--- src/rtl/breakout_pkg.sv ---
// Shared types and helpers for the breakout brick column: coordinate width,
// ball direction and column FSM state encodings, and the saturating score add.
package breakout_pkg;

  localparam int COORD_W = 11;

  typedef enum logic [2:0] {
    DIR_NONE,
    DIR_U,
    DIR_D,
    DIR_L,
    DIR_R
  } dir_t;

  typedef enum logic [1:0] {
    IDLE,
    SCAN,
    RESPOND,
    HOLDOFF
  } state_t;

  // The sum is formed at 17 bits so the carry shows whether the score overflowed.
  function automatic logic [15:0] sat_add16(input logic [15:0] a, input logic [15:0] b);
    logic [16:0] sum;
    sum = {1'b0, a} + {1'b0, b};
    return sum[16] ? 16'hFFFF : sum[15:0];
  endfunction

endpackage

--- src/rtl/breakout_hit_classify.sv ---
// Combinational ball-vs-brick test for one row: overlap flag plus the bounce
// direction chosen by priority-ordered edge bands.
module breakout_hit_classify
  import breakout_pkg::*;
#(
  parameter int COL_X_LEFT  = 687,
  parameter int COL_X_RIGHT = 792,
  parameter int EDGE_DEPTH  = 4
) (
  input  logic [COORD_W-1:0] row_yt,
  input  logic [COORD_W-1:0] row_yb,
  input  logic [COORD_W-1:0] ball_x_l,
  input  logic [COORD_W-1:0] ball_x_r,
  input  logic [COORD_W-1:0] ball_y_t,
  input  logic [COORD_W-1:0] ball_y_b,
  output logic               overlap,
  output dir_t               dir
);

  localparam logic [COORD_W:0] XL = (COORD_W+1)'(COL_X_LEFT);
  localparam logic [COORD_W:0] XR = (COORD_W+1)'(COL_X_RIGHT);
  localparam logic [COORD_W:0] EW = (COORD_W+1)'(EDGE_DEPTH);

  logic in_d, in_u, in_r, in_l;

  // Band bounds are rearranged as additions at one extra bit so that an edge
  // band reaching below pixel 0 cannot wrap around.
  always_comb begin
    overlap = ({1'b0, ball_x_r} >= XL) && ({1'b0, ball_x_l} <= XR) &&
              (ball_y_b >= row_yt) && (ball_y_t <= row_yb);
    in_d = (({1'b0, ball_y_t} + EW) > {1'b0, row_yb}) && (ball_y_t <= row_yb);
    in_u = (ball_y_b >= row_yt) && ({1'b0, ball_y_b} < ({1'b0, row_yt} + EW));
    in_r = (({1'b0, ball_x_l} + EW) > XR) && ({1'b0, ball_x_l} <= XR);
    in_l = ({1'b0, ball_x_r} >= XL) && ({1'b0, ball_x_r} < (XL + EW));
    if (in_d)      dir = DIR_D;
    else if (in_u) dir = DIR_U;
    else if (in_r) dir = DIR_R;
    else if (in_l) dir = DIR_L;
    else           dir = DIR_D;
  end

endmodule

--- src/rtl/breakout_block_column.sv ---
// One column of multi-hit bricks: scans rows sequentially after each ball
// update, damages the first live brick struck and tracks score and bricks left.
module breakout_block_column
  import breakout_pkg::*;
#(
  parameter int NUM_ROWS         = 8,
  parameter int COL_X_LEFT       = 687,
  parameter int COL_X_RIGHT      = 792,
  parameter int ROW_Y_TOP        = 4,
  parameter int ROW_HEIGHT       = 16,
  parameter int ROW_PITCH        = 23,
  parameter int EDGE_DEPTH       = 4,
  parameter int HIT_POINTS       = 1,
  parameter int POINTS_PER_BLOCK = 1,
  parameter int HOLDOFF_FRAMES   = 2
) (
  input  logic               clk,
  input  logic               reset,
  input  logic [COORD_W-1:0] pix_x,
  input  logic [COORD_W-1:0] pix_y,
  input  logic [COORD_W-1:0] ball_x_l,
  input  logic [COORD_W-1:0] ball_x_r,
  input  logic [COORD_W-1:0] ball_y_t,
  input  logic [COORD_W-1:0] ball_y_b,
  input  logic               ball_valid,
  output logic               moveU,
  output logic               moveD,
  output logic               moveL,
  output logic               moveR,
  output logic               hit_pulse,
  output logic [15:0]        col_count,
  output logic [4:0]         blocks_left,
  output logic               col_clear,
  output logic               col_on,
  output logic [1:0]         col_hp
);

  localparam int IDX_W = (NUM_ROWS > 1) ? $clog2(NUM_ROWS) : 1;

  if (ROW_Y_TOP + (NUM_ROWS - 1) * ROW_PITCH + ROW_HEIGHT - 1 > 2047) begin : g_bad_geometry
    $error("breakout_block_column: bottom row extends past pixel 2047");
  end
  if (NUM_ROWS < 1 || NUM_ROWS > 16 || HIT_POINTS < 1 || HIT_POINTS > 3 ||
      HOLDOFF_FRAMES < 0 || HOLDOFF_FRAMES > 15) begin : g_bad_param
    $error("breakout_block_column: parameter out of range");
  end

  function automatic logic [COORD_W-1:0] row_top(input int r);
    return COORD_W'(ROW_Y_TOP + r * ROW_PITCH);
  endfunction

  function automatic logic [COORD_W-1:0] row_bot(input int r);
    return COORD_W'(ROW_Y_TOP + r * ROW_PITCH + ROW_HEIGHT - 1);
  endfunction

  state_t             state, state_next;
  logic [IDX_W-1:0]   idx;
  logic [IDX_W-1:0]   hit_row;
  dir_t               hit_dir;
  logic [3:0]         hold_cnt;
  logic [1:0]         hp [NUM_ROWS];
  logic [COORD_W-1:0] bx_l, bx_r, by_t, by_b;
  logic               cls_overlap;
  dir_t               cls_dir;
  logic               hit_now;
  logic               last_row;

  // A single classifier is shared by all rows; the scan index selects the bounds.
  breakout_hit_classify #(
    .COL_X_LEFT (COL_X_LEFT),
    .COL_X_RIGHT(COL_X_RIGHT),
    .EDGE_DEPTH (EDGE_DEPTH)
  ) u_classify (
    .row_yt  (row_top(int'(idx))),
    .row_yb  (row_bot(int'(idx))),
    .ball_x_l(bx_l),
    .ball_x_r(bx_r),
    .ball_y_t(by_t),
    .ball_y_b(by_b),
    .overlap (cls_overlap),
    .dir     (cls_dir)
  );

  assign hit_now  = cls_overlap && (hp[idx] != 2'd0);
  assign last_row = (idx == IDX_W'(NUM_ROWS - 1));
  assign col_clear = (blocks_left == 5'd0);

  always_ff @(posedge clk) begin
    if (reset) state <= IDLE;
    else       state <= state_next;
  end

  // Pulses are decoded from RESPOND and suppressed while reset is asserted.
  always_comb begin
    state_next = state;
    moveU      = 1'b0;
    moveD      = 1'b0;
    moveL      = 1'b0;
    moveR      = 1'b0;
    hit_pulse  = 1'b0;
    case (state)
      IDLE:    if (ball_valid) state_next = SCAN;
      SCAN: begin
        if (hit_now)       state_next = RESPOND;
        else if (last_row) state_next = IDLE;
      end
      RESPOND: begin
        state_next = (HOLDOFF_FRAMES == 0) ? IDLE : HOLDOFF;
        if (!reset) begin
          hit_pulse = 1'b1;
          case (hit_dir)
            DIR_U:   moveU = 1'b1;
            DIR_D:   moveD = 1'b1;
            DIR_L:   moveL = 1'b1;
            DIR_R:   moveR = 1'b1;
            default: ;
          endcase
        end
      end
      HOLDOFF: begin
        if (ball_valid && hold_cnt == 4'(HOLDOFF_FRAMES - 1)) state_next = IDLE;
      end
      default: state_next = IDLE;
    endcase
  end

  always_ff @(posedge clk) begin
    if (reset) begin
      idx         <= '0;
      hit_row     <= '0;
      hit_dir     <= DIR_NONE;
      hold_cnt    <= 4'd0;
      col_count   <= 16'd0;
      blocks_left <= 5'(NUM_ROWS);
      bx_l        <= '0;
      bx_r        <= '0;
      by_t        <= '0;
      by_b        <= '0;
      for (int r = 0; r < NUM_ROWS; r++) hp[r] <= 2'(HIT_POINTS);
    end else begin
      case (state)
        IDLE: begin
          if (ball_valid) begin
            bx_l <= ball_x_l;
            bx_r <= ball_x_r;
            by_t <= ball_y_t;
            by_b <= ball_y_b;
            idx  <= '0;
          end
        end
        SCAN: begin
          if (hit_now) begin
            hit_row <= idx;
            hit_dir <= cls_dir;
          end else if (!last_row) begin
            idx <= idx + 1'b1;
          end
        end
        RESPOND: begin
          hp[hit_row] <= hp[hit_row] - 2'd1;
          hold_cnt    <= 4'd0;
          if (hp[hit_row] == 2'd1) begin
            blocks_left <= blocks_left - 5'd1;
            col_count   <= sat_add16(col_count, 16'(POINTS_PER_BLOCK));
          end
        end
        HOLDOFF: if (ball_valid) hold_cnt <= hold_cnt + 4'd1;
        default: ;
      endcase
    end
  end

  // Rows never overlap vertically, so at most one row can claim the pixel.
  always_comb begin
    col_on = 1'b0;
    col_hp = 2'd0;
    for (int r = 0; r < NUM_ROWS; r++) begin
      if (pix_x >= COORD_W'(COL_X_LEFT) && pix_x <= COORD_W'(COL_X_RIGHT) &&
          pix_y >= row_top(r) && pix_y <= row_bot(r) && hp[r] != 2'd0) begin
        col_on = 1'b1;
        col_hp = hp[r];
      end
    end
  end

endmodule

--- config.mk ---
export PLATFORM = sky130hd
export DESIGN_NAME = breakout_block_column
export DESIGN_NICKNAME = d
export VERILOG_FILES = /design/src/rtl/breakout_pkg.sv /design/src/rtl/breakout_hit_classify.sv /design/src/rtl/breakout_block_column.sv
export SDC_FILE = /design/constraint.sdc
export NUM_CORES = 1
export LEC_CHECK = 0
export BUFFER_PORTS_ARGS = -buffer_cell sky130_fd_sc_hd__buf_2
export CAP_MARGIN = 20
export CORE_ASPECT_RATIO = 0.6
export CORE_MARGIN = 3
export CORE_UTILIZATION = 35
export DETAILED_ROUTE_END_ITERATION = 7
export GPL_ROUTABILITY_DRIVEN = 0
export PLACE_DENSITY_LB_ADDON = 0.2
export SYNTH_ARGS = -nofsm -noshare
export SYNTH_HDL_FRONTEND = slang
export SYNTH_SLANG_ARGS = --single-unit
export TNS_END_PERCENT = 1
--- constraint.sdc ---
create_clock -name clk -period 5 [get_ports clk]
set_clock_uncertainty 0.05 [all_clocks]
set_input_delay 1.25 -clock clk [delete_from_list [all_inputs] [get_ports clk]]
set_output_delay 1.25 -clock clk [all_outputs]
set_load 0.01 [all_outputs]
# Yosys cells after proc, flatten, opt, wreduce, memory -nomap -nowiden
# Memories as Yosys holds them, arrays and structs flattened. A register that Yosys moved wholly into a read port is not among the register bits.
# Index checks and enable logic that the tools add are counted.
[op_classes] addsub=11 mul=1 order_cmp=26 eq_ne=16 mux=58 reduce_logical=54
[op_table] op="$logic_and 1x1->1" n=34
[op_table] op="$ge 11x7->1 const B" n=3
[op_table] op="$le 11x7->1 const B" n=3
[op_table] op="$le 11x8->1 const B" n=3
[op_table] op="$mux 3" n=11
[op_table] op="$mux 1" n=29
[op_table] op="$mux 2" n=13
[op_table] op="$add 11x3->12 const B" n=2
[op_table] op="$ge 11x10->1 const B" n=2
[op_table] op="$ge 11x8->1 const B" n=2
[op_table] op="$le 11x10->1 const B" n=2
[op_table] op="$reduce_bool 2->1" n=11
[op_table] op="$add 16x1->17 const B" n=1
[op_table] op="$mux 16" n=1
[op_table] op="$gt 12x10->1 const B" n=1
[op_table] op="$gt 12x11->1" n=1
[op_table] op="$lt 11x12->1" n=1
[op_table] op="$ge 11x3->1 const B" n=1
[op_table] op="$ge 11x5->1 const B" n=1
[op_table] op="$ge 11x6->1 const B" n=1
[op_table] op="$ge 11x9->1" n=1
[op_table] op="$le 11x11->1" n=1
[op_table] op="$le 11x5->1 const B" n=1
[op_table] op="$le 11x6->1 const B" n=1
[op_table] op="28 further kinds" n=39
[totals] ff_bits=80 ram_bits=16 in_bits=69 out_inout_bits=30 elab_cells=178 n_memories=1
[memory_table] name="hp" depth=8 width=2 rd=10 rd_ports_with_merged_regs=2 write_ports=8 line_no="breakout_block_column.sv:61" rtl="logic [1:0] hp [NUM_ROWS];"

# Depth between registers and ports, before layout
# Gate-level depths: netlist of the first run.
[depth] ltp_word=13 ltp_mapped=19 ltp_nobuf=19

# By module
# From an unflattened synthesis of the first run, not the netlist that was laid out.
[unflattened] cells_unflattened=817 hier_area_um2=6779.0
[modules_own_cells] module="breakout_block_column" instances=1 cells_per_inst=605 area_per_inst_um2=5192.5 seq_area_each_um2=2202.1
[modules_own_cells] module="breakout_hit_classify" instances=1 cells_per_inst=212 area_per_inst_um2=1586.5 seq_area_each_um2=0.0

# Worst setup path after synthesis of the first run
# Ideal clock, no wire load.
[synth_timing] path_kind="register to register" start="reg idx[2]" end="reg hit_dir[2]" setup_ns=0.117 arrival_ns=4.411 required_time_ns=4.833 path_slack_ns=0.422 path_stages_with_launch=17 path_buffers=0 period_less_slack_ns=4.578 path_cell_list="dfxtp_1 ha_1 xnor2_1 ha_1 a21o_1 ha_1 fa_1 xnor2_2 nand2b_1 or3_1 ha_1 a2111oi_0 a22o_1 a31o_4 nand4_4 and2_1 a22o_1"
[synth_via] elab_chain_cells=8 word_cells_on_any_way=17 cone_classes="add/sub: 4; mul: 1; order compare: 4; mux: 2; reduce/logical: 6"
[synth_lines] element="start: declaration" line_no="breakout_block_column.sv:57" rtl="logic [IDX_W-1:0] idx;"
[synth_lines] element="start signal: assignment" line_no="breakout_block_column.sv:156" rtl="idx <= idx + 1'b1;"
[synth_lines] element="$mul 3x5->8 *" line_no="breakout_block_column.sv:49, breakout_block_column.sv:53"
[synth_lines] element="$add 3x8->9 *" line_no="breakout_block_column.sv:49, breakout_block_column.sv:53"
[synth_lines] element="$add 9x5->10" line_no="breakout_block_column.sv:53" rtl="return COORD_W'(ROW_Y_TOP + r * ROW_PITCH + ROW_HEIGHT - 1);"
[synth_lines] element="$sub 10x1->11" line_no="breakout_block_column.sv:53"
[synth_lines] element="$le 11x11->1" line_no="breakout_hit_classify.sv:30, breakout_hit_classify.sv:31"
[synth_lines] element="$logic_and 1x1->1" line_no="breakout_hit_classify.sv:30" rtl="(ball_y_b >= row_yt) && (ball_y_t <= row_yb);"
[synth_lines] element="$logic_and 1x1->1" line_no="breakout_block_column.sv:84" rtl="assign hit_now = cls_overlap && (hp[idx] != 2'd0);"
[synth_lines] element="$reduce_and 2->1 (no line)"
[synth_lines] element="end signal: assignment" line_no="breakout_block_column.sv:154" rtl="hit_dir <= cls_dir;"
[synth_lines] element="end: declaration" line_no="breakout_block_column.sv:59" rtl="dir_t hit_dir;"
# Mark *: on every way between the ends. The rest lies on a longest branch, timed or not.
# A chain may end at the register's enable or synchronous reset.

# Worst setup path in the final report of the first run
[layout_timing] start="in pix_y[9]" end="out col_hp[0]"
[layout_via] elab_chain_cells=12 word_cells_on_any_way=48 cone_classes="order compare: 16; mux: 8; reduce/logical: 24"
[layout_lines] element="start: declaration" line_no="breakout_block_column.sv:20" rtl="input logic [COORD_W-1:0] pix_y,"
[layout_lines] element="$ge 11x3->1" line_no="breakout_block_column.sv:179" rtl="pix_y >= row_top(r) && pix_y <= row_bot(r) && hp[r] != 2'd0) begin"
[layout_lines] element="$logic_and 1x1->1" line_no="breakout_block_column.sv:178" rtl="if (pix_x >= COORD_W'(COL_X_LEFT) && pix_x <= COORD_W'(COL_X_RIGHT) &&"
[layout_lines] element="$logic_and 1x1->1 (2 in a row)" line_no="breakout_block_column.sv:179"
[layout_lines] element="$mux 2 (7 in a row)" line_no="breakout_block_column.sv:178"
[layout_lines] element="$mux 2 *" line_no="breakout_block_column.sv:178"
[layout_lines] element="end: declaration" line_no="breakout_block_column.sv:35" rtl="output logic [1:0] col_hp"
# Marked as above.

==> results.sh, run 1 <==
export IMPL_synth_edf_count=16
export IMPL_reg2reg_to="hit_dir[1]$_SDFFE_PP0P_"
export IMPL_max_stage_delay_ps=540
export IMPL_insertion_delay_ps=360
export IMPL_crit_slowest_cell="or4_1"
export IMPL_path_cells="buf_2, or3_1, or2_1, or4_1, a21oi_1, a21oi_1, a21o_1, a221oi_1, buf_2"
export IMPL_htreeDepth=3
export IMPL_yosysWarningCount=0
export IMPL_post_cts_resized=0
export IMPL_portBuffers=98
export IMPL_final_antenna_net_count=0
export IMPL_hold_class="register to register"
export IMPL_drive_gt1_share_pct=17.8
export IMPL_regToRegSetupSlack_ps=370
export IMPL_num_nets_final=979
export IMPL_area_growth_pct=17.6
export IMPL_antenna_found_initial=0
export IMPL_leakagePower_nw=3.02
export IMPL_syn_area_sq_um=6320
export IMPL_final_area_sq_um=7430
export IMPL_avgSynthCellArea_sq_um=8.31
export IMPL_vias_per_cell=5.11
export IMPL_drt_first_pass_iters=4
export IMPL_crit_fanout=4
export IMPL_first_global_vias=4928
export IMPL_synth_seq_cells=102
export IMPL_path_buf_inv=2
export IMPL_grt_pass1_wl_um=26000
export IMPL_dpl_instance_area_sq_um=7110
export IMPL_routed_via_count=5590
export IMPL_postCtsHoldBufs=0
export IMPL_worstPathArrival_ps=3520
export IMPL_worst_slew_pin_slew_ps=1000
export IMPL_post_place_ws_ps=217
export IMPL_ys_seq_area_share_pct=34.9
export IMPL_fin_util_pct=42.7
export IMPL_rsz0062_at_grt="false"
export IMPL_drv_cap=0
export IMPL_initial_core_util_pct=36.3
export IMPL_setup_viol_count_final=0
export IMPL_cp_required_ps=3700
export IMPL_clkSlewWorstSetupHoldPaths_ps=70
export IMPL_fin_setup_tns_ps=0
export IMPL_netlist_instances=760
export IMPL_cts_buffers=9
export IMPL_whs_ps=410
export IMPL_clock_sinks=102
export IMPL_relSlewSlack_pct=33.1
export IMPL_cts_buffer_depth=2
export IMPL_fin_ws_ps=178
export IMPL_holdPathEnd="by_t[0]$_SDFFE_PP0P_"
export IMPL_finalCritPeriodShare_pct=96.4
export IMPL_final_max_slew_viol_count=0
export IMPL_wirelength_um=16100
export IMPL_cts_setup_buffers=0
export IMPL_powerDensity_nw_per_um2=262
export IMPL_die_h_um=110
export IMPL_period_minus_slack_ps=4820
export IMPL_cts_root_buf="clkbuf_16"
export IMPL_status="finished clean"
export IMPL_synthArstFlopShare_pct=0
export IMPL_drc=0
export IMPL_yosysUniqueCellTypes=69
export IMPL_setup_worst_path_class="input pin to primary output"
export IMPL_cts_tree="built"
export IMPL_hold_path_startpoint="by_t[0]$_SDFFE_PP0P_"
export IMPL_crit_path_end_kind="primary output"
export IMPL_critPathLaunchType="input pin"
export IMPL_core_area_sq_um=17400
export IMPL_grt_total_usage_pct=16.2
export IMPL_synth_flop_cell="dfxtp_1"
export IMPL_syn_num_nets=883
export IMPL_mostFrequentLayoutCells="nand2_1 (131), buf_2 (98), a21oi_1 (86), dfxtp_1 (86), nor2_1 (56)"
export IMPL_drt_iter0_drc=397
export IMPL_post_drt_wl_per_cell_um=14.7
export IMPL_die_area_sq_um=19800
export IMPL_ioPinCount=99
export IMPL_core_rowCount=37
export IMPL_hold_viol=0
export IMPL_critical_path_top_delay_family="simple AND/OR/NAND/NOR gates"
export IMPL_hpwlAfterDp_um=12300
export IMPL_r2r_cells=17
export IMPL_whs_path_depth=2
export IMPL_overflow=0
export IMPL_fmax_mhz=207
export IMPL_vdd_drop_max_v=0.000160
export IMPL_reg2reg_from="idx[1]$_SDFFE_PP0P_"
export IMPL_die_x_um=179
export IMPL_grt_max_degree=84
export IMPL_final_common_cell="nand2_1"
export IMPL_diodes=0
[worst max path at each step]
stage                             start                 endpoint  cells past startpoint
detailed placement             pix_y[9]                col_hp[0]                      9
floorplan           idx[2]$_SDFFE_PP0P_  hit_dir[2]$_SDFFE_PP0P_                     16
global route                   pix_y[9]                col_hp[1]                      9
CTS                            pix_y[9]                col_hp[0]                      9
global placement               pix_x[2]                col_hp[1]                     10
finish                         pix_y[9]                col_hp[0]                      9
[state kept, by name, summed over array words and instances (netlist names), named ones only]
signal and flops:
col_count 16, hp 16, bx_l 11, bx_r 11, by_b 11, by_t 11, blocks_left 5, hold_cnt 4
hit_dir 3, hit_row 3, idx 3, state 1
[kinds of logic (layout without fill, tap and decap cells)]
kind of cell	Yosys count	in the layout	share of synthesized area [%]
buffers and inverters	62	163	3.72
AND/OR/NAND/NOR	308	308	23.2
flip-flops	102	102	34.9
AO/OA/AOI/OAI	177	177	17.5
multiplexers	15	15	3.41
XOR/XNOR	40	40	6.10
adder cells (fa/ha/maj)	56	56	11.1
[per-layer routing]
metal | up-vias | share of wire (%) | GRT usage, %
li1 | 2912 | - | -
met1 | 2556 | 58 | 26.8
met2 | 114 | 36 | 20.5
met3 | 8 | 5.2 | 4.13
met4 | 0 | 0.67 | 2.81
met5 | - | 0 | 0
[through the flow]
stage               power [W]  instances
floorplan             0.00111        760
global placement      0.00122       1079
detailed placement    0.00122       1079
CTS                   0.00197       1095
global route          0.00205       1095
finish                0.00195       1095
[worst register-to-register path, cell delays in order (launching register included)]
cell       delay (ps)
dfxtp_1           320
ha_1              370
xnor2_1           160
ha_1              180
a21o_1            160
ha_1              210
fa_1              430
xnor2_2           160
nand2b_1          170
or3_1             440
ha_1              320
a2111oi_0         380
buf_4             190
a22o_1            140
a31o_4            140
nand4_4           160
nor4b_4           400
a221oi_2           90
[cell type report]
| class | count | area (sq um) |
|---|---|---|
| Fill cell | 1807 | 9980 |
| Multi-Input combinational cell | 596 | 3890 |
| Sequential cell | 102 | 2200 |
| Timing Repair Buffer | 113 | 603 |
| Tap cell | 234 | 293 |
| Clock buffer | 9 | 225 |
| Inverter | 34 | 128 |
| Clock inverter | 7 | 90.1 |
[synth_stat cells (16+ instances only)]
cell / count / area [sq um]
nand2_1: 131 / 492
xnor2_1: 22 / 193
edfxtp_1: 16 / 480
o21ai_0: 26 / 130
dfxtp_1: 86 / 1720
a21oi_1: 86 / 430
inv_1: 34 / 128
ha_1: 53 / 663
clkbuf_1: 25 / 93.8
nor3_1: 20 / 100
nor2_1: 57 / 214
nand3_1: 22 / 110
[where the power goes]
group	total, W	leakage, nW	switching (W)	internal [W]
clock	0.000748	0.156	0.000346	0.000401
sequential	0.000889	0.836	0.0000310	0.000858
combinational	0.000310	2.02	0.000178	0.000133
Note: power is estimated with default switching activity, not from simulation.
==> inputs of run 2 (changes only) <==
==> constraint.sdc (replaced) <==
create_clock -name clk -period 4.9 [get_ports clk]
set_clock_uncertainty 0.05 [all_clocks]
set_input_delay 1.225 -clock clk [delete_from_list [all_inputs] [get_ports clk]]
set_output_delay 1.225 -clock clk [all_outputs]
set_load 0.01 [all_outputs]
==> results.sh, run 2 (synthesis gave the netlist of run 1 again) <==
export IMPL_status="finished clean"
export IMPL_drt_iter0_drc=386
export IMPL_ioPinCount=99
export IMPL_cp_required_ps=3620
export IMPL_initial_core_util_pct=36.3
export IMPL_drive_gt1_share_pct=18.0
export IMPL_htreeDepth=3
export IMPL_whs_ps=410
export IMPL_core_area_sq_um=17400
export IMPL_fin_setup_tns_ps=0
export IMPL_vdd_drop_max_v=0.000147
export IMPL_drv_cap=0
export IMPL_cts_buffer_depth=2
export IMPL_cts_setup_buffers=0
export IMPL_final_antenna_net_count=0
export IMPL_antenna_found_initial=0
export IMPL_hpwlAfterDp_um=12400
export IMPL_setup_worst_path_class="input pin to primary output"
export IMPL_grt_total_usage_pct=16.5
export IMPL_power_w=0.00195
export IMPL_die_x_um=179
export IMPL_num_nets_final=978
export IMPL_critPathLaunchType="input pin"
export IMPL_vias_per_cell=5.10
export IMPL_area_growth_pct=17.5
export IMPL_crit_fanout=4
export IMPL_leakagePower_nw=3.00
export IMPL_cts_tree="built"
export IMPL_diodes=0
export IMPL_powerDensity_nw_per_um2=262
export IMPL_grt_pass1_wl_um=26600
export IMPL_insertion_delay_ps=350
export IMPL_relSlewSlack_pct=33.8
export IMPL_rsz0062_at_grt="false"
export IMPL_final_common_cell="nand2_1"
export IMPL_die_area_sq_um=19800
export IMPL_grt_max_degree=84
export IMPL_final_max_slew_viol_count=0
export IMPL_core_rowCount=37
export IMPL_period_minus_slack_ps=4730
export IMPL_cts_root_buf="clkbuf_16"
export IMPL_fillers=1771
export IMPL_clock_sinks=102
export IMPL_portBuffers=98
export IMPL_overflow=0
export IMPL_hold_class="register to register"
export IMPL_crit_path_end_kind="primary output"
export IMPL_first_global_vias=5135
export IMPL_post_drt_wl_per_cell_um=14.8
export IMPL_worst_slew_pin_slew_ps=990
export IMPL_finalCritPeriodShare_pct=96.6
export IMPL_worstPathArrival_ps=3460
export IMPL_setup_viol_count_final=0
export IMPL_fmax_mhz=211
export IMPL_drc=0
export IMPL_die_h_um=110
export IMPL_fin_util_pct=42.7
export IMPL_wirelength_um=16100
export IMPL_routed_via_count=5581
export IMPL_hold_viol=0
export IMPL_mostFrequentLayoutCells="nand2_1 (131), buf_2 (98), dfxtp_1 (86)"
export IMPL_clkSlewWorstSetupHoldPaths_ps=70
export IMPL_top_regs="col_count x16, hp x16"
export IMPL_cts_buffers=9
export IMPL_drt_first_pass_iters=5
-- run 2: cell types whose count changed in the layout (fill, tap and decap cells not counted) --
| cell | before | now |
|---|---|---|
| a2111oi_0 | 2 | 1 |
| a2111oi_1 | 0 | 1 |
| a21oi_1 | 86 | 85 |
| a21oi_2 | 0 | 1 |
| buf_4 | 15 | 14 |
| bufinv_16 | 1 | 0 |
| clkinv_8 | 1 | 2 |
| clkinvlp_4 | 0 | 1 |
| inv_4 | 1 | 0 |
| nor4_1 | 5 | 3 |
| nor4_2 | 0 | 2 |
-- run 2: metrics by stage --
step | area, sq um | instances | setup slack (ps)
after CTS | 7410 | 1094 | 174
after global placement | 7110 | 1078 | 200
after detailed placement | 7110 | 1078 | 183
after floorplan | 6320 | 760 | 322
final | 7430 | 1094 | 166
after global routing | 7430 | 1094 | 16.0
-- run 2: area by class of cell --
cell class                      instances  area [sq um]  share of cell area [%]
Clock buffer                            9           225                    3.03
Clock inverter                          7          77.6                    1.04
Inverter                               34           128                    1.72
Multi-Input combinational cell        596          3910                    52.6
Sequential cell                       102          2200                    29.6
Tap cell                              234           293                    3.94
Timing Repair Buffer                  112           596                    8.02
-- run 2: what timing repair did --
| action | CTS | global route |
|---|---|---|
| hold buffers | 0 | 0 |
| gates resized for setup | 0 | 4 |
| setup endpoints to repair | 0 | 11 |
-- run 2: where the power goes --
group	total, W	leakage, nW	switching [W]	internal (W)
sequential	0.000908	0.836	0.0000329	0.000876
clock	0.000719	0.144	0.000357	0.000362
combinational	0.000318	2.02	0.000183	0.000135
total	0.00195	3.00	0.000573	0.00137
-- run 2: path summary, 6_finish.rpt --
| path | slack (ps) | cells after the start | start | end |
|---|---|---|---|---|
| worst max-delay path | 170 | 9 | pix_y[9] | col_hp[0] |
| worst min-delay path | 410 | 2 | by_t[0]$_SDFFE_PP0P_ | by_t[0]$_SDFFE_PP0P_ |
| worst min register to register | 410 | 2 | by_t[0]$_SDFFE_PP0P_ | by_t[0]$_SDFFE_PP0P_ |
| worst max register to register | 340 | 17 | idx[1]$_SDFFE_PP0P_ | hit_dir[1]$_SDFFE_PP0P_ |
-- run 2: routing by layer --
metal / share of wire [%] / track usage [%] / up-vias
li1: - / - / 2898
met2: 38 / 22.2 / 138
met5: 0 / 0 / -
met4: 0.69 / 3.47 / 0
met1: 57 / 26.4 / 2535
met3: 4.6 / 3.28 / 10
-- run 2: critical path, cell delays in order --
cell,delay [ps]
buf_2,90
or3_1,390
or2_1,270
or4_1,570
a21oi_2,210
a21oi_1,60
a21o_1,190
a221oi_1,270
buf_2,180
==> inputs of run 3 (changes only) <==
--- a/config.mk
+++ b/config.mk
@@ -5,6 +5,7 @@
 export SDC_FILE = /design/constraint.sdc
 export NUM_CORES = 1
 export LEC_CHECK = 0
+export ABC_AREA = 1
 export BUFFER_PORTS_ARGS = -buffer_cell sky130_fd_sc_hd__buf_2
 export CAP_MARGIN = 20
 export CORE_ASPECT_RATIO = 0.6
==> results.sh, run 3 <==
export IMPL_status="finished clean"
export IMPL_htreeDepth=3
export IMPL_period_minus_slack_ps=4470
export IMPL_synth_flop_cell="dfxtp_1"
export IMPL_hold_class="register to register"
export IMPL_crit_fanout=7
export IMPL_holdPathEnd="by_b[0]$_SDFFE_PP0P_"
export IMPL_top_regs="col_count x16, hp x16"
export IMPL_relSlewSlack_pct=49.0
export IMPL_core_area_sq_um=18600
export IMPL_syn_area_sq_um=6840
export IMPL_synth_common_cells="nand2_1 (172), nor2_1 (155), inv_1 (141)"
export IMPL_yosysUniqueCellTypes=50
export IMPL_crit_path_end_kind="primary output"
export IMPL_die_area_sq_um=21300
export IMPL_synth_edf_count=16
export IMPL_post_drt_wl_per_cell_um=13.2
export IMPL_ioPinCount=99
export IMPL_synth_seq_cells=102
export IMPL_initial_core_util_pct=36.8
export IMPL_drive_gt1_share_pct=12.4
export IMPL_avgSynthCellArea_sq_um=6.82
export IMPL_cts_buffer_depth=2
export IMPL_core_rowCount=38
export IMPL_first_global_vias=6084
export IMPL_powerDensity_nw_per_um2=271
export IMPL_wirelength_um=18000
export IMPL_final_common_cell="nand2_1"
export IMPL_clkSlewWorstSetupHoldPaths_ps=70
export IMPL_die_h_um=114
export IMPL_overflow=0
export IMPL_synthArstFlopShare_pct=0
export IMPL_regToRegSetupSlack_ps=510
export IMPL_fmax_mhz=224
export IMPL_mostFrequentLayoutCells="nand2_1 (171), nor2_1 (155), inv_1 (141)"
export IMPL_worstPathArrival_ps=3200
export IMPL_num_nets_final=1215
export IMPL_cts_setup_buffers=0
export IMPL_hold_viol=0
export IMPL_netlist_instances=1003
export IMPL_cts_tree="built"
export IMPL_whs_path_depth=2
export IMPL_drt_iter0_drc=593
export IMPL_cts_buffers=9
export IMPL_yosysWarningCount=0
export IMPL_hpwlAfterDp_um=14300
export IMPL_clock_sinks=102
export IMPL_diodes=0
export IMPL_rsz0062_at_grt="false"
export IMPL_grt_max_degree=65
export IMPL_portBuffers=98
export IMPL_ys_seq_area_share_pct=32.2
export IMPL_power_w=0.00213
export IMPL_post_cts_resized=0
export IMPL_leakagePower_nw=3.55
export IMPL_cts_root_buf="clkbuf_16"
export IMPL_r2r_cells=19
export IMPL_postCtsHoldBufs=0
export IMPL_grt_total_usage_pct=17.1
export IMPL_vias_per_cell=4.85
export IMPL_setup_worst_path_class="input pin to primary output"
export IMPL_antenna_found_initial=0
export IMPL_final_max_slew_viol_count=0
export IMPL_critPathLaunchType="input pin"
export IMPL_vdd_drop_max_v=0.000183
export IMPL_drt_first_pass_iters=6
export IMPL_area_growth_pct=15.2
export IMPL_routed_via_count=6577
export IMPL_final_antenna_net_count=0
export IMPL_finalCritPeriodShare_pct=91.3
export IMPL_cp_required_ps=3620
export IMPL_insertion_delay_ps=350
export IMPL_fillers=1955
export IMPL_die_x_um=187
export IMPL_setup_viol_count_final=0
export IMPL_synth_top_area_cell="dfxtp_1"
export IMPL_fin_setup_tns_ps=0
export IMPL_yosysTopAreaCellShare_pct=25.2
export IMPL_setup_worst_path_start="pix_y[9]"
export IMPL_reg2reg_from="idx[1]$_SDFFE_PP0P_"
export IMPL_worst_slew_pin_slew_ps=761
export IMPL_synth_most_common_cell="nand2_1"
export IMPL_hold_path_startpoint="by_b[0]$_SDFFE_PP0P_"
export IMPL_grt_pass1_wl_um=30200
export IMPL_drv_cap=0
export IMPL_drc=0
export IMPL_synthTopCellsByArea="dfxtp_1 (25%), ha_1 (9.7%), nand2_1 (9.4%)"
export IMPL_syn_num_nets=1126
-- run 3: cell types whose count changed after synthesis, moves of 10 or more --
cell | before | now
nand2_1 | 131 | 172
inv_1 | 34 | 141
o21ai_0 | 26 | 94
xnor2_1 | 22 | 7
nand3_1 | 22 | 47
and3_1 | 10 | 0
a21oi_1 | 86 | 72
nor2_1 | 57 | 155
nand4_1 | 11 | 23
-- run 3: layer usage --
layer | part of all wire (%) | GRT usage, % | up-vias
li1 | - | - | 3490
met1 | 58 | 27.7 | 2883
met2 | 35 | 22.6 | 196
met3 | 6.4 | 4.25 | 8
met4 | 0.46 | 2.26 | 0
met5 | 0 | 0 | -
-- run 3: layout make-up --
| cell class | count | area, sq um | area share (%) |
|---|---|---|---|
| repair buffers | 102 | 520 | 6.60 |
| clock buffers | 10 | 229 | 2.90 |
| well taps | 260 | 325 | 4.13 |
| clock inverters | 6 | 62.6 | 0.794 |
| multi-input cells | 734 | 4010 | 50.8 |
| inverters | 143 | 537 | 6.81 |
| flip-flops and latches | 102 | 2200 | 27.9 |
-- run 3: cells by family after synthesis --
logic type                 after synthesis  synth area share, %
and+or+nand+nor                        447                 28.7
xor gates and xnor gates                28                 3.58
DFF                                    102                 32.2
AOI/OAI and AO/OA                      205                 16.3
adders and majority gates               54                 9.98
buffers and inverters                  167                 9.29
-- run 3: worst max path at each step --
stage,end,depth (start not counted)
6_report,col_hp[1],21
5_1_grt,idx[1]$_SDFFE_PP0P_,19
4_1_cts,col_hp[0],21
3_5_place_dp,col_hp[0],21
3_3_place_gp,col_hp[1],21
2_1_floorplan,col_hp[0],19
-- run 3: critical path: stages --
cell and delay, ps:
buf_2 100, nor2_2 130, nand2_2 120, nor2_4 180, inv_1 90, a21oi_2 190, nand2_1 60, o21ai_0 70
o21ai_0 110, nor2_1 100, nand2_1 130, nand2_1 100, inv_1 40, nand2_1 50, o21ai_0 110, nand2_1 90
nand2_1 50, nand2_1 50, nand2_1 40, nand2_1 40, buf_2 120
-- run 3: stage by stage --
stage	hold slack, ps	area, sq um	util (%)	setup slack [ps]	cells
floorplan	383	6840	-	978	1003
global route	452	7880	42.4	58.8	1357
detailed placement	408	7590	40.8	473	1341
global placement	403	7590	40.8	504	1341
CTS	418	7880	42.4	455	1357
finish	416	7880	42.4	426	1357
-- run 3: power by group --
part / internal, W / switching [W] / total (W)
logic: 0.000181 / 0.000309 / 0.000490
clock network: 0.000359 / 0.000350 / 0.000709
registers: 0.000893 / 0.0000404 / 0.000934
total: 0.00143 / 0.000700 / 0.00213
